File: src/rtl/multi_channel_delay_line.sv
// multi_channel_delay_line
// N_CHANNELS independent sample delay lines sharing one strobe and one
// write pointer. Each channel delays its stream by delay_i samples, in the
// range 0 .. 2^LOG2_MAX_DELAY-1. The output is forced to zero until the
// channel buffer holds enough real samples for the requested delay.
//
// Build option: define DELAY_LINE_MUTE_ON_CHANGE_EN to also mute a channel
// after its delay changes, until the buffer refills to the new delay.
module multi_channel_delay_line #(
  parameter int LOG2_MAX_DELAY = 5,
  parameter int DATA_WIDTH     = 13,
  parameter int N_CHANNELS     = 2
) (
  input  logic                               clk_i,
  input  logic                               rst_i,
  input  logic [N_CHANNELS*LOG2_MAX_DELAY-1:0] delay_i,
  input  logic                               data_valid_i,
  input  logic [N_CHANNELS*DATA_WIDTH-1:0]   data_i,
  output logic [N_CHANNELS*DATA_WIDTH-1:0]   data_o,
  output logic                               data_valid_o
);

  localparam int DEPTH = 2 ** LOG2_MAX_DELAY;

  typedef logic [LOG2_MAX_DELAY-1:0] ptr_t;
  typedef logic [DATA_WIDTH-1:0]     word_t;

  localparam ptr_t CNT_MAX = '1;

  // Sample storage is never reset; validity is tracked only by cnt_q.
  word_t mem_q [N_CHANNELS][DEPTH];

  ptr_t  wp_q, wp_d;
  ptr_t  cnt_q   [N_CHANNELS];
  ptr_t  cnt_d   [N_CHANNELS];
  ptr_t  dprev_q [N_CHANNELS];
  ptr_t  dprev_d [N_CHANNELS];
  logic [N_CHANNELS*DATA_WIDTH-1:0] data_q, data_d;
  logic  valid_q;

  ptr_t  dly     [N_CHANNELS];
  ptr_t  cnt_eff [N_CHANNELS];
  ptr_t  rd_addr [N_CHANNELS];
  word_t din     [N_CHANNELS];
  word_t rd_word [N_CHANNELS];

  // Per-channel unpacking, effective fill level and read of the delayed word.
  // The read address is always behind wp, so it never aliases the write slot.
  always_comb begin
    for (int c = 0; c < N_CHANNELS; c++) begin
      dly[c]     = delay_i[c*LOG2_MAX_DELAY +: LOG2_MAX_DELAY];
      din[c]     = data_i[c*DATA_WIDTH +: DATA_WIDTH];
      rd_addr[c] = wp_q - dly[c];
      rd_word[c] = mem_q[c][rd_addr[c]];
`ifdef DELAY_LINE_MUTE_ON_CHANGE_EN
      cnt_eff[c] = (dly[c] != dprev_q[c]) ? '0 : cnt_q[c];
`else
      cnt_eff[c] = cnt_q[c];
`endif
    end
  end

  // Next-state computation; nothing moves without a strobe.
  always_comb begin
    wp_d    = wp_q;
    cnt_d   = cnt_q;
    dprev_d = dprev_q;
    data_d  = data_q;
    if (data_valid_i) begin
      wp_d = wp_q + ptr_t'(1);
      for (int c = 0; c < N_CHANNELS; c++) begin
        if (dly[c] == '0) begin
          data_d[c*DATA_WIDTH +: DATA_WIDTH] = din[c];
        end else if (cnt_eff[c] >= dly[c]) begin
          data_d[c*DATA_WIDTH +: DATA_WIDTH] = rd_word[c];
        end else begin
          data_d[c*DATA_WIDTH +: DATA_WIDTH] = '0;
        end
        cnt_d[c]   = (cnt_eff[c] == CNT_MAX) ? CNT_MAX : cnt_eff[c] + ptr_t'(1);
        dprev_d[c] = dly[c];
      end
    end
  end

  // Control and output registers with synchronous reset.
  always_ff @(posedge clk_i) begin
    if (rst_i) begin
      wp_q    <= '0;
      cnt_q   <= '{default: '0};
      dprev_q <= '{default: '0};
      data_q  <= '0;
      valid_q <= 1'b0;
    end else begin
      wp_q    <= wp_d;
      cnt_q   <= cnt_d;
      dprev_q <= dprev_d;
      data_q  <= data_d;
      valid_q <= data_valid_i;
    end
  end

  // Sample write; a strobe coinciding with reset is dropped.
  always_ff @(posedge clk_i) begin
    if (!rst_i && data_valid_i) begin
      for (int c = 0; c < N_CHANNELS; c++) begin
        mem_q[c][wp_q] <= din[c];
      end
    end
  end

  assign data_o       = data_q;
  assign data_valid_o = valid_q;

endmodule

File: config.mk
export PLATFORM = sky130hd
export DESIGN_NAME = multi_channel_delay_line
export DESIGN_NICKNAME = d
export VERILOG_FILES = /design/src/rtl/multi_channel_delay_line.sv
export SDC_FILE = /design/constraint.sdc
export NUM_CORES = 1
export LEC_CHECK = 0
export ABC_AREA = 1
export CORE_MARGIN = 2
export CORE_UTILIZATION = 58
export CTS_BUF_LIST = sky130_fd_sc_hd__clkbuf_4
export CTS_CLUSTER_SIZE = 40
export DETAILED_ROUTE_END_ITERATION = 10
export HOLD_SLACK_MARGIN = 0.12
export PLACE_DENSITY = 0.79
export SYNTH_ARGS = -nofsm -noshare
export SYNTH_HDL_FRONTEND = slang
export SYNTH_SLANG_ARGS = --single-unit
File: constraint.sdc
create_clock -name clk_i -period 2.85 [get_ports clk_i]
set_input_delay 0.7125 -clock clk_i [delete_from_list [all_inputs] [get_ports clk_i]]
set_output_delay 0.7125 -clock clk_i [all_outputs]
set_load 0.05 [all_outputs]
==> impl_metrics.ini <==
[outcome]
status = finished, final reports clean

[routing]
num_vias = 26600
antenna_left = 0
wl_per_cell_um = 20.8
routed_wl_um = 96200
dr.pass1.iters = 6
vias_per_cell = 5.75
route.detailed.drc = 0
drt-initial-drc-count = 3297

[critical_path]
crit_slowest_cell = dlygate4sd2_1
rr_endpoint = data_o[3]$_SDFFE_PP0P_
cp_data_arrival_time_ns = 2.08
crit_family = buffers and inverters
endpoint_kind = primary output
cp_cell_sequence = dlygate4sd2_1
path_class = flip-flop to primary output
timing.rr.start = wp_q[0]$_SDFFE_PP0P_
critPathBufInv = 1
slowest_delay_ns = 0.61
rrSetupSlack_ns = 0.13
cp-start-kind = flip-flop
reg2reg_depth = 13
path_max_fanout = 2
cp.required_ns = 2.14

[cts]
cts.sinks = 874
cts_buffers = 209
cts-htree-levels = 4
cts_hold_buf = 0
clockBufferDepth = 3
clkLatencyLatePin_ns = 1.05
path_clk_slew_ns = 0.07
root_buffer = clkbuf_4
cts_tree = done
cts_setup_buffers = 0

[synthesis]
syn_area_per_cell_um2 = 11.1
yosysSeqAreaShare_pct = 71.2
synth_top_area_share_pct = 68.9
synth.ff_latch_count = 874
synth_area_um2 = 36300
syn_inst = 3263
synth_area_leaders = edfxtp_1, nand2_1, nand3_1
yosysUniqueCellTypes = 27
yosysTopAreaCell = edfxtp_1
synth_fp_nets = 3328
synth-warning-count = 0

[sta]
slew_headroom_pct = 49.9
hold_viol_final = 0
final_max_slew_viol_count = 0
layout_setup_ws_ns = 0.0609
setup_viol = 0
grt_setup_unrepaired = false
worst_pin_slew_ns = 0.749
fin_tns_setup_ns = 0
timing.fmax_mhz = 359
fin_skew_ns = 0.0459
finalCriticalPeriod_ns = 2.79
min_period_over_period_pct = 97.9

[placed_design]
io_buffers = 65
finalWeightedCongestion = 0.867
post-place-ws_ns = -0.615
hpwlAfterDp_um = 59700

[hold_path]
min-delay-start = cnt_eff[4]$_SDFFE_PP0P_
hold_class = flip-flop to flip-flop
holdPathEnd = cnt_eff[4]$_SDFFE_PP0P_
hold_path_depth = 2

[grt]
grt.total_usage_pct = 30.5
grt.overflow.total = 0
first_global_vias = 26100
grt_pass1_wl_um = 146000
grt_max_degree = 49
antenna_found_initial = 4

[finish]
nFillCells = 4092
syn_to_final_growth_pct = 20.0
layout_commonest_cell = nand2_1
final_util_pct = 70.4
fin_nets = 3660
drive_gt1_share_pct = 17.3
final_cell_mix = nand2_1, edfxtp_1, nand3_1, clkbuf_4, nor2_1

[floorplan]
die-area_um2 = 64600
pin_count = 66
rows = 91
die_y_um = 254
initial_core_util_pct = 58.7
die_width_um = 254
core_area_um2 = 61800

[pwr]
ir_drop_v = 0.000550
power_mw = 29.6
power_density_nw_per_um2 = 680
p_leak_nw = 16.7

[flow_run]
drv_cap = 0
## registers in the layout, indices dropped and copies added, names as in the netlist
signal,cells
data_o,26
data_valid_o,1
wp_q,5
mem_q,832
cnt_eff,10
## what timing repair did
item                       4_1_cts  5_1_grt
setup endpoints to repair       27       11
hold endpoints to repair         0        0
gates resized for setup         31        1
## cells in the mapped netlist
cell	instances
xor2_2	2
fa_1	2
a21oi_1	69
nand3_1	616
nand2_2	2
a31oi_1	3
inv_2	2
nand4_1	4
nand3b_1	2
buf_1	14
xor2_1	5
clkinv_1	1
or2_2	5
edfxtp_1	832
buf_2	103
nand2_1	972
xnor2_2	1
ha_1	24
dfxtp_1	42
nor3_1	9
clkbuf_1	65
o21ai_0	77
buf_4	3
inv_1	148
nor2_1	252
xnor2_1	7
nor4_1	1
## routing by layer
metal	share of wire (%)	GRT usage [%]	wire, µm
met4	4.2	14.7	4030
met1	36	38.6	35000
met5	0.027	0	26
met2	49	50.7	46800
met3	11	6.06	10300
## where the power goes
part / switching, mW / internal [mW] / leakage [nW]
Clock: 5.00 / 5.69 / 1.72
Combinational: 3.05 / 1.72 / 7.18
Sequential: 0.0472 / 14.1 / 7.83
## kinds of logic after synthesis
logic type	after synthesis	synth area share, %
compound gates	149	2.07
xor+xnor	15	0.424
fa+ha+maj	26	0.938
buf+inv	336	3.86
flops	874	71.2
simple gates	1863	21.5
## per-stage QoR
| step | hold WS (ns) | cell area, µm² | cells |
|---|---|---|---|
| 3_5_place_dp | 0.470 | 40700 | 4221 |
| 3_3_place_gp | 0.476 | 40700 | 4221 |
| 6_report | 0.481 | 43500 | 4618 |
| 4_1_cts | 0.419 | 43500 | 4616 |
| 2_1_floorplan | 0.454 | 36300 | 3263 |
| 5_1_grt | 0.460 | 43500 | 4618 |
## worst max-delay path by stage
| stage | from | to | cells past startpoint |
|---|---|---|---|
| global placement | delay_i[5] | data_o[21]$_SDFFE_PP0P_ | 13 |
| CTS | data_o[8]$_SDFFE_PP0P_ | data_o[8] | 1 |
| floorplan | data_valid_i | mem_q[0][100]$_DFFE_PP_ | 5 |
| finish | data_o[8]$_SDFFE_PP0P_ | data_o[8] | 1 |
| global route | wp_q[0]$_SDFFE_PP0P_ | data_o[3]$_SDFFE_PP0P_ | 13 |
| detailed placement | delay_i[5] | data_o[19]$_SDFFE_PP0P_ | 13 |
## layout make-up
type	instances	area, µm²	area share (%)
Sequential cell	874	25800	59.3
Multi-Input combinational cell	2053	9380	21.5
Timing Repair Buffer	306	3830	8.80
Clock buffer	340	2550	5.86
Tap cell	837	1050	2.40
Inverter	151	576	1.32
Clock inverter	55	333	0.764
Antenna cell	2	5.00	0.0115
(Power assumes the default switching activity.)
